`config.mk`:
```
export PLATFORM = sky130hd
export DESIGN_NAME = cprv_wb_stage_flat
export DESIGN_NICKNAME = d
export VERILOG_FILES = /design/src/rtl/cprv_pkg.sv /design/src/rtl/cprv_wb_stage_if.sv /design/src/rtl/cprv_load_align.sv /design/src/rtl/cprv_wb_stage.sv /design/src/flat_wrapper.sv
export SDC_FILE = /design/constraint.sdc
export NUM_CORES = 1
export LEC_CHECK = 0
export ABC_AREA = 1
export CAP_MARGIN = 20
export CORE_ASPECT_RATIO = 0.8
export CORE_UTILIZATION = 45
export CTS_CLUSTER_SIZE = 20
export DETAILED_ROUTE_END_ITERATION = 12
export DONT_BUFFER_PORTS = 1
export MAX_ROUTING_LAYER = met4
export SLEW_MARGIN = 10
export SYNTH_ARGS = -nofsm -noshare
export SYNTH_HDL_FRONTEND = slang
export SYNTH_HIERARCHICAL = 1
export SYNTH_SLANG_ARGS = --single-unit
```
`constraint.sdc`:
```
create_clock -name clk -period 2.2 [get_ports clk]
set_input_delay 0.44 -clock clk [delete_from_list [all_inputs] [get_ports clk]]
set_output_delay 0.44 -clock clk [all_outputs]
set_load 0.005 [all_outputs]
```
`src/rtl/cprv_pkg.sv`:
```
// Shared cprv64g definitions: opcodes and load funct3 encodings used by the
// ex, mem and wb stages.
package cprv_pkg;

  localparam logic [6:0] LOAD   = 7'b0000011;
  localparam logic [6:0] STORE  = 7'b0100011;
  localparam logic [6:0] OP     = 7'b0110011;
  localparam logic [6:0] OP_IMM = 7'b0010011;
  localparam logic [6:0] JAL    = 7'b1101111;
  localparam logic [6:0] JALR   = 7'b1100111;
  localparam logic [6:0] LUI    = 7'b0110111;
  localparam logic [6:0] AUIPC  = 7'b0010111;

  localparam logic [2:0] F3_LB  = 3'b000;
  localparam logic [2:0] F3_LH  = 3'b001;
  localparam logic [2:0] F3_LW  = 3'b010;
  localparam logic [2:0] F3_LD  = 3'b011;
  localparam logic [2:0] F3_LBU = 3'b100;
  localparam logic [2:0] F3_LHU = 3'b101;
  localparam logic [2:0] F3_LWU = 3'b110;

endpackage

```
`src/rtl/cprv_wb_stage_if.sv`:
```
// Write-back stage bus: retire handshake from the mem stage plus the
// register-file write port.
interface cprv_wb_stage_if #(
  parameter int DATA_WIDTH = 64
);

  logic                  valid_wb_i;
  logic                  ready_wb_o;
  logic [4:0]            rd_addr_wb_i;
  logic                  rd_en_wb_i;
  logic [6:0]            opcode_wb_i;
  logic [2:0]            funct3_wb_i;
  logic [DATA_WIDTH-1:0] alu_out_wb_i;
  logic [DATA_WIDTH-1:0] mem_data_wb_i;
  logic                  rd_we_rf_o;
  logic                  ready_rf_i;
  logic [4:0]            rd_addr_rf_o;
  logic [DATA_WIDTH-1:0] rd_data_rf_o;

  modport master (
    output valid_wb_i, rd_addr_wb_i, rd_en_wb_i, opcode_wb_i, funct3_wb_i,
    output alu_out_wb_i, mem_data_wb_i, ready_rf_i,
    input  ready_wb_o, rd_we_rf_o, rd_addr_rf_o, rd_data_rf_o
  );

  modport slave (
    input  valid_wb_i, rd_addr_wb_i, rd_en_wb_i, opcode_wb_i, funct3_wb_i,
    input  alu_out_wb_i, mem_data_wb_i, ready_rf_i,
    output ready_wb_o, rd_we_rf_o, rd_addr_rf_o, rd_data_rf_o
  );

endinterface

```
`src/rtl/cprv_load_align.sv`:
```
// Extracts a byte/half/word/double from an aligned dmem doubleword and
// sign- or zero-extends it; also reports natural-alignment violations.
module cprv_load_align
  import cprv_pkg::*;
(
  input  logic [63:0] data,
  input  logic [2:0]  off,
  input  logic [2:0]  funct3,
  output logic [63:0] value,
  output logic        misalign
);

  logic [63:0] shifted_s;

  assign shifted_s = data >> {off, 3'b000};

  // Size/sign selection; 3'b111 falls through to the doubleword path.
  always_comb begin
    value    = shifted_s;
    misalign = 1'b0;
    case (funct3)
      F3_LB:  value = {{56{shifted_s[7]}}, shifted_s[7:0]};
      F3_LH: begin
        value    = {{48{shifted_s[15]}}, shifted_s[15:0]};
        misalign = off[0];
      end
      F3_LW: begin
        value    = {{32{shifted_s[31]}}, shifted_s[31:0]};
        misalign = (off[1:0] != 2'b00);
      end
      F3_LBU: value = {56'd0, shifted_s[7:0]};
      F3_LHU: begin
        value    = {48'd0, shifted_s[15:0]};
        misalign = off[0];
      end
      F3_LWU: begin
        value    = {32'd0, shifted_s[31:0]};
        misalign = (off[1:0] != 2'b00);
      end
      default: begin
        value    = shifted_s;
        misalign = (off != 3'b000);
      end
    endcase
  end

endmodule

```
`src/rtl/cprv_wb_stage.sv`:
```
// cprv64g write-back stage: retire handshake, load alignment, one-entry
// register-file write buffer and retired-instruction counter.
module cprv_wb_stage
  import cprv_pkg::*;
#(
  parameter int DATA_WIDTH = 64
) (
  input  logic          clk,
  input  logic          rst,
  cprv_wb_stage_if.slave bus,
  output logic [63:0]   instret_o,
  output logic          misalign_o
);

  logic                  rd_we_r;
  logic [4:0]            rd_addr_r;
  logic [DATA_WIDTH-1:0] rd_data_r;
  logic [63:0]           instret_r;
  logic                  misalign_r;

  logic                  ready_s;
  logic                  accept_s;
  logic                  is_load_s;
  logic [63:0]           load_value_s;
  logic                  load_mis_s;
  logic                  mis_s;
  logic                  write_s;
  logic [DATA_WIDTH-1:0] wb_value_s;

  cprv_load_align u_load_align (
    .data     (bus.mem_data_wb_i),
    .off      (bus.alu_out_wb_i[2:0]),
    .funct3   (bus.funct3_wb_i),
    .value    (load_value_s),
    .misalign (load_mis_s)
  );

  // A drain in the same cycle frees the buffer, so accept without a bubble.
  assign ready_s   = ~rst & (~rd_we_r | bus.ready_rf_i);
  assign accept_s  = bus.valid_wb_i & ready_s;
  assign is_load_s = (bus.opcode_wb_i == LOAD);

  // Write-back value and write qualification for the incoming instruction.
  always_comb begin
    wb_value_s = bus.alu_out_wb_i;
    mis_s      = is_load_s & load_mis_s;
    if (is_load_s) begin
      wb_value_s = load_value_s;
    end else begin
      wb_value_s = bus.alu_out_wb_i;
    end
    write_s = bus.rd_en_wb_i & (bus.rd_addr_wb_i != 5'd0) & ~mis_s;
  end

  // Output write buffer, misalign pulse and retire counter.
  always_ff @(posedge clk) begin
    if (rst) begin
      rd_we_r    <= 1'b0;
      rd_addr_r  <= 5'd0;
      rd_data_r  <= '0;
      instret_r  <= 64'd0;
      misalign_r <= 1'b0;
    end else begin
      misalign_r <= accept_s & mis_s;
      if (accept_s & ~mis_s) begin
        instret_r <= instret_r + 64'd1;
      end
      if (accept_s) begin
        rd_we_r <= write_s;
        if (write_s) begin
          rd_addr_r <= bus.rd_addr_wb_i;
          rd_data_r <= wb_value_s;
        end
      end else if (rd_we_r & bus.ready_rf_i) begin
        rd_we_r <= 1'b0;
      end
    end
  end

  assign bus.ready_wb_o   = ready_s;
  assign bus.rd_we_rf_o   = rd_we_r;
  assign bus.rd_addr_rf_o = rd_addr_r;
  assign bus.rd_data_rf_o = rd_data_r;
  assign instret_o        = instret_r;
  assign misalign_o       = misalign_r;

endmodule

```
`src/flat_wrapper.sv`:
```
// flat-port wrapper written by rule: the top's interface ports become plain ports
module cprv_wb_stage_flat import cprv_pkg::*;
#(
  parameter int DATA_WIDTH = 64
)
  (clk, rst, instret_o, misalign_o, bus_valid_wb_i, bus_rd_addr_wb_i, bus_rd_en_wb_i, bus_opcode_wb_i, bus_funct3_wb_i, bus_alu_out_wb_i, bus_mem_data_wb_i, bus_ready_rf_i, bus_ready_wb_o, bus_rd_we_rf_o, bus_rd_addr_rf_o, bus_rd_data_rf_o);
  cprv_wb_stage_if #(.DATA_WIDTH(DATA_WIDTH)) bus_i ();
  input  logic clk;
  input  logic rst;
  output logic [63:0] instret_o;
  output logic misalign_o;
  input wire logic [$bits(bus_i.valid_wb_i)-1:0] bus_valid_wb_i;
  input wire logic [$bits(bus_i.rd_addr_wb_i)-1:0] bus_rd_addr_wb_i;
  input wire logic [$bits(bus_i.rd_en_wb_i)-1:0] bus_rd_en_wb_i;
  input wire logic [$bits(bus_i.opcode_wb_i)-1:0] bus_opcode_wb_i;
  input wire logic [$bits(bus_i.funct3_wb_i)-1:0] bus_funct3_wb_i;
  input wire logic [$bits(bus_i.alu_out_wb_i)-1:0] bus_alu_out_wb_i;
  input wire logic [$bits(bus_i.mem_data_wb_i)-1:0] bus_mem_data_wb_i;
  input wire logic [$bits(bus_i.ready_rf_i)-1:0] bus_ready_rf_i;
  output wire logic [$bits(bus_i.ready_wb_o)-1:0] bus_ready_wb_o;
  output wire logic [$bits(bus_i.rd_we_rf_o)-1:0] bus_rd_we_rf_o;
  output wire logic [$bits(bus_i.rd_addr_rf_o)-1:0] bus_rd_addr_rf_o;
  output wire logic [$bits(bus_i.rd_data_rf_o)-1:0] bus_rd_data_rf_o;
  assign bus_i.valid_wb_i = bus_valid_wb_i;
  assign bus_i.rd_addr_wb_i = bus_rd_addr_wb_i;
  assign bus_i.rd_en_wb_i = bus_rd_en_wb_i;
  assign bus_i.opcode_wb_i = bus_opcode_wb_i;
  assign bus_i.funct3_wb_i = bus_funct3_wb_i;
  assign bus_i.alu_out_wb_i = bus_alu_out_wb_i;
  assign bus_i.mem_data_wb_i = bus_mem_data_wb_i;
  assign bus_i.ready_rf_i = bus_ready_rf_i;
  assign bus_ready_wb_o = bus_i.ready_wb_o;
  assign bus_rd_we_rf_o = bus_i.rd_we_rf_o;
  assign bus_rd_addr_rf_o = bus_i.rd_addr_rf_o;
  assign bus_rd_data_rf_o = bus_i.rd_data_rf_o;
  cprv_wb_stage #(.DATA_WIDTH(DATA_WIDTH)) u_core (.clk(clk), .rst(rst), .bus(bus_i), .instret_o(instret_o), .misalign_o(misalign_o));
endmodule
```
==> results of run 1 <==
[per-layer routing]
metal  up-vias  part of all wire
met5         -                 0
met2       617              0.41
met1      5188              0.46
li1       5528                 -
met3        37              0.12
met4         0             0.014
[cells in the mapped netlist, types with 5 or more instances]
cell type	number	area, um^2
buf_6	5	56.3
xnor2_1	6	52.6
nor2_1	180	676
clkbuf_1	39	146
a21oi_1	106	531
o21ai_0	55	275
nand2_2	15	93.8
dfxtp_1	135	2700
nand3_1	177	886
buf_2	52	260
xor2_1	8	70.1
inv_1	105	394
nand2_1	593	2230
buf_4	7	52.6
nand4_1	120	751
nor3_1	12	60.1
buf_1	8	30.0
o211ai_1	10	75.1
o21ai_1	15	75.1
nor2_2	10	62.6
[path summary, 6_finish.rpt]
check | start | end | slack (ps) | cells past startpoint
worst max-delay path | u_core/instret_o[1] | u_core/instret_o[38] | 180 | 10
worst max register to register | u_core/instret_o[1] | u_core/instret_o[38] | 180 | 10
worst min-delay path | rst | u_core/bus.rd_addr_rf_o[2] | 80 | 1
worst min register to register | u_core/bus.rd_data_rf_o[54] | u_core/bus.rd_data_rf_o[54] | 480 | 2
[worst max-delay path, cell delays in order (launching register included)]
cell     delay [ps]
dfxtp_1         410
ha_1            200
inv_1            70
nor2_1          140
nand2_1         170
inv_1           120
nand2_1         120
nor2_4          330
nand2_1         140
o21ai_0         170
nor2_1           60
[registers in the layout (all words and copies together), names as in the netlist]
register	cells
u_core/bus.rd_addr_rf_o	5
u_core/bus.rd_data_rf_o	64
u_core/bus.rd_we_rf_o	1
u_core/instret_o	64
u_core/misalign_o	1
[power by group through the flow]
stage	clock, uW	sequential, uW	combinational [uW]
6_report	2920	2530	811
5_1_grt	3050	2540	894
4_1_cts	2950	2530	795
3_5_place_dp	0	2590	791
3_3_place_gp	0	2590	785
2_1_floorplan	0	2570	639
[what timing repair did]
action,CTS,global route
hold endpoints to repair,0,0
endpoints found under the setup margin,0,4
hold buffers,0,0
resized for setup,0,1
[metrics by stage]
step / instance area [um^2] / setup WS [ps]
after floorplan: 9850 / 142
after global placement: 10200 / 72.2
after detailed placement: 10200 / 40.3
after CTS: 10800 / 202
after global routing: 10800 / 1.35
final: 10800 / 177
[cells by family after synthesis]
logic type | Yosys count | synth area share
compound gates | 194 | 0.103
xor+xnor | 14 | 0.0125
fa+ha+maj | 1 | 0.00127
buf+inv | 222 | 0.0991
flops | 135 | 0.274
mux | 3 | 0.00305
simple gates | 1135 | 0.507
[cell type report]
class | instances | share of cell area
multi-input cells | 1347 | 0.575
flip-flops and latches | 135 | 0.251
repair buffers | 54 | 0.0481
clock buffers | 17 | 0.0395
inverters | 110 | 0.0386
well taps | 275 | 0.0320
clock inverters | 15 | 0.0145
diodes | 4 | 0.000930
==> flow_summary.yaml, run 1 <==
run_status:
  status: "finished, final reports clean"
global_route:
  gr-max-usage-layer: "met1"
  gr-usage-all-layers: 0.351
  overflow: 0
  antenna_found_initial: 4
  use_met1: 0.499
  grt_pass1_wl_um: 59300
  grtUsageMet3: 0.0947
  met2_usage: 0.481
  grt_max_degree: 96
  grt_pass1_vias: 10200
synthesis:
  synth_fp_nets: 1853
  synth_area_um2: 9850
  netlist_instances: 1704
  synth_edf_count: 0
  async_reset_ff_frac: 0
  yosys_warnings: 6
  syn_area_per_cell_um2: 5.78
  synth_ff_type: "dfxtp_1"
  synth-seq-area-share: 0.274
  synth_cell_type_count: 43
  synth_seq_cells: 135
finish:
  drive_gt1_frac: 0.0805
  final_common_cell: "nand2_1"
  final_core_util: 0.501
  multi_input_area_um2: 6190
  layout_common_cells: "nand2_1 (591), nor2_1 (177), nand3_1 (177)"
  fin_nets: 1814
  ff_latch_area_um2: 2700
  finalNonFillerCells: 1957
  area_growth_pct: 9.30
  fillers: 2331
pwr:
  vdd_ir_drop_max_mv: 0.421
  power_frac_comb: 0.130
  power.total_uw: 6260
  pwr-share-clk: 0.466
  p_int_uw: 4380
  p_sw_uw: 1880
  power_density_nw_per_um2: 582
  power.leakage_uw: 0.00446
  p_sw_frac: 0.301
  seqPwrFrac: 0.405
floorplan:
  num_rows: 48
  ioPinCount: 284
  core_area_um2: 21500
  fp.dieH_um: 134
  die_w_um: 167
  start_util: 0.458
  die_area_um2: 22500
cts:
  clkSinkCount: 135
  root_buffer: "clkbuf_16"
  cts_setup_buffers: 0
  cts_tree: "built"
  clk_pin_slew_ps: 70
  clock_path_buffers: 2
  cts_max_level: 4
  cts-buffers-inserted: 17
  insertion_delay_ps: 430
drt:
  drc: 0
  drt_iter0_drc: 1416
  wl_um: 39100
  drt-vias-per-instance: 5.81
  ant_nets: 0
  wl_per_cell_um: 20.0
  vias: 11400
  firstDrtPassIters: 6
placed_design:
  post-dp-hpwl_um: 29000
  dp_cells: 1921
  gp_congestion: 0.973
  portBuffers: 0
sta:
  fin_crit_sh: 0.920
  timing.max_slew.rel_slack: 0.633
  max_clock_freq_ghz: 0.494
  setup_viol: 0
  final.setup.tns_ps: 0
  rsz0062_at_grt: "false"
  hold_violations: 0
  fin_crit_ps: 2020
  slew_violations: 0
  worstMarginPinSlew_ps: 547
  fin_skew_ps: 15.9
  hold_slack_ps: 77.2
worst_setup_path:
  cp-end-kind: "flip-flop"
  arrival_ps: 2340
  path_max_fanout: 9
  required_ps: 2520
  startpoint_type: "flip-flop"
  path_class: "flip-flop to flip-flop"
job:
  maxCapViolCount: 0
min_path:
  min_path_type: "input pin to flip-flop"
Power figures use the tool's default switching activity.
==> run 2, diff against run 1 <==
--- a/config.mk
+++ b/config.mk
@@ -8,6 +8,7 @@
 export ABC_AREA = 1
 export CAP_MARGIN = 20
 export CORE_ASPECT_RATIO = 0.8
+export CORE_MARGIN = 4
 export CORE_UTILIZATION = 45
 export CTS_CLUSTER_SIZE = 20
 export DETAILED_ROUTE_END_ITERATION = 12
==> constraint.sdc (replaced) <==
create_clock -name clk -period 2.3 [get_ports clk]
set_input_delay 0.46 -clock clk [delete_from_list [all_inputs] [get_ports clk]]
set_output_delay 0.46 -clock clk [all_outputs]
set_load 0.005 [all_outputs]
==> run 2 against run 1 <==
Clock skew about the same. Sequential share of layout area increased by 0.15 points. Sequential power decreased by 4%. Critical path type unchanged. Maximum frequency decreased by 2.7%. Die area increased by 8.2%. Hold slack improved by 18 ps. Largest power group unchanged. Register-to-register slack improved by 40 ps. Critical path depth increased by 1. Via count decreased by 0.22%.
==> flow_summary.yaml, run 2 (synthesis results as in run 1) <==
run_status:
  status: "finished, final reports clean"
worst_setup_path:
  arrival_ps: 2450
  crit_top_cell: "nand2_1"
  path_cells: "ha_1, inv_1, nor2_1, nand2_1, nor2_2, nand2_1, nor2_4, nand3_1, nand2_1, inv_1, nor2_1"
  startpoint_type: "flip-flop"
  r2r_start: "u_core/instret_o[1]"
  path_max_fanout: 7
  cp-end-kind: "flip-flop"
  critPathMaxStageDelay_ps: 420
  r2r-end: "u_core/instret_o[40]"
  reg2reg_slack_ps: 220
  slowest_stage: "dfxtp_1"
  reg2reg_depth: 11
  path_class: "flip-flop to flip-flop"
  crit_buf_inv: 2
  required_ps: 2670
  crit_family: "simple AND/OR/NAND/NOR gates"
cts:
  clock_path_buffers: 2
  cts_max_level: 4
  cts-buffers-inserted: 17
  post_cts_resize_count: 0
  cts_hold_repair.buffers: 0
  cts_tree: "built"
  clkSinkCount: 135
  root_buffer: "clkbuf_16"
  cts_setup_buffers: 0
  insertion_delay_ps: 430
  clk_pin_slew_ps: 70
finish:
  fin_nets: 1808
  antenna_cells: 0
  final_common_cell: "nand2_1"
  finalNonFillerCells: 1947
  drive_gt1_frac: 0.0766
  layout_common_cells: "nand2_1 (591), nor2_1 (178), nand3_1 (177)"
  area_growth_pct: 8.66
sta:
  max_clock_freq_ghz: 0.481
  fin_crit_sh: 0.904
  rsz0062_at_grt: "false"
  timing.max_slew.rel_slack: 0.613
  fin_skew_ps: 15.9
  worstMarginPinSlew_ps: 579
  slew_violations: 0
  hold_slack_ps: 95.4
  hold_violations: 0
  fin_crit_ps: 2080
  final.setup.tns_ps: 0
  setup_viol: 0
floorplan:
  num_rows: 48
  ioPinCount: 284
  die_area_um2: 24300
  die_w_um: 173
  core_area_um2: 21600
  fp.dieH_um: 140
  start_util: 0.457
drt:
  drc: 0
  wl_um: 39800
  ant_nets: 0
  vias: 11300
  drt-vias-per-instance: 5.83
  drt_iter0_drc: 1306
  wl_per_cell_um: 20.5
  firstDrtPassIters: 6
pwr:
  power_density_nw_per_um2: 545
  power.leakage_uw: 0.00442
  vdd_ir_drop_max_mv: 0.458
  power.total_uw: 5830
placed_design:
  portBuffers: 0
  gp_congestion: 0.956
  dp_cells: 1915
  post-dp-hpwl_um: 29900
global_route:
  gr-usage-all-layers: 0.326
  grt_pass1_wl_um: 60900
  grt_max_degree: 96
  antenna_found_initial: 0
  overflow: 0
  grt_pass1_vias: 10300
min_path:
  holdPathStages: 1
  min_path_type: "input pin to flip-flop"
  worstHoldStart: "rst"
  hold_end: "u_core/bus.rd_addr_rf_o[3]"
job:
  maxCapViolCount: 0
-- run 2: worst max-delay path by stage --
stage / depth (start not counted) / slack, ps / end / startpoint
CTS: 11 / 260 / u_core/instret_o[60] / u_core/instret_o[1]
global placement: 10 / 260 / u_core/bus.rd_data_rf_o[12] / bus_alu_out_wb_i[1]
finish: 11 / 220 / u_core/instret_o[40] / u_core/instret_o[1]
global route: 11 / 80 / u_core/instret_o[46] / u_core/instret_o[1]
floorplan: 14 / 220 / u_core/instret_o[55] / bus_alu_out_wb_i[0]
detailed placement: 10 / 180 / u_core/bus.rd_data_rf_o[12] / bus_alu_out_wb_i[1]
-- run 2: cell type report --
cell class / count / area, um^2
multi-input cells: 1347 / 6190
inverters: 110 / 415
clock inverters: 15 / 139
well taps: 275 / 344
flip-flops and latches: 135 / 2700
repair buffers: 48 / 485
fillers: 2358 / 10900
clock buffers: 17 / 425
-- run 2: layer usage --
layer,vias to the layer above,GRT usage,share of wire
li1,5512,-,-
met1,5173,0.475,0.46
met2,618,0.445,0.41
met3,42,0.0971,0.12
met4,0,0.0630,0.014
met5,-,-,0
-- run 2: report_power, final --
group	switching, uW	internal, uW	leakage (uW)
Combinational	495	263	0.00306
Sequential	44.2	2380	0.00109
Clock	1220	1420	0.000263
-- run 2: metrics by stage --
| stage | util | area [um^2] | worst slack, ps |
|---|---|---|---|
| 2_1_floorplan | - | 9850 | 222 |
| 3_5_place_dp | 0.470 | 10100 | 177 |
| 4_1_cts | 0.496 | 10700 | 258 |
| 3_3_place_gp | 0.470 | 10100 | 258 |
| 6_report | 0.496 | 10700 | 220 |
| 5_1_grt | 0.496 | 10700 | 76.3 |
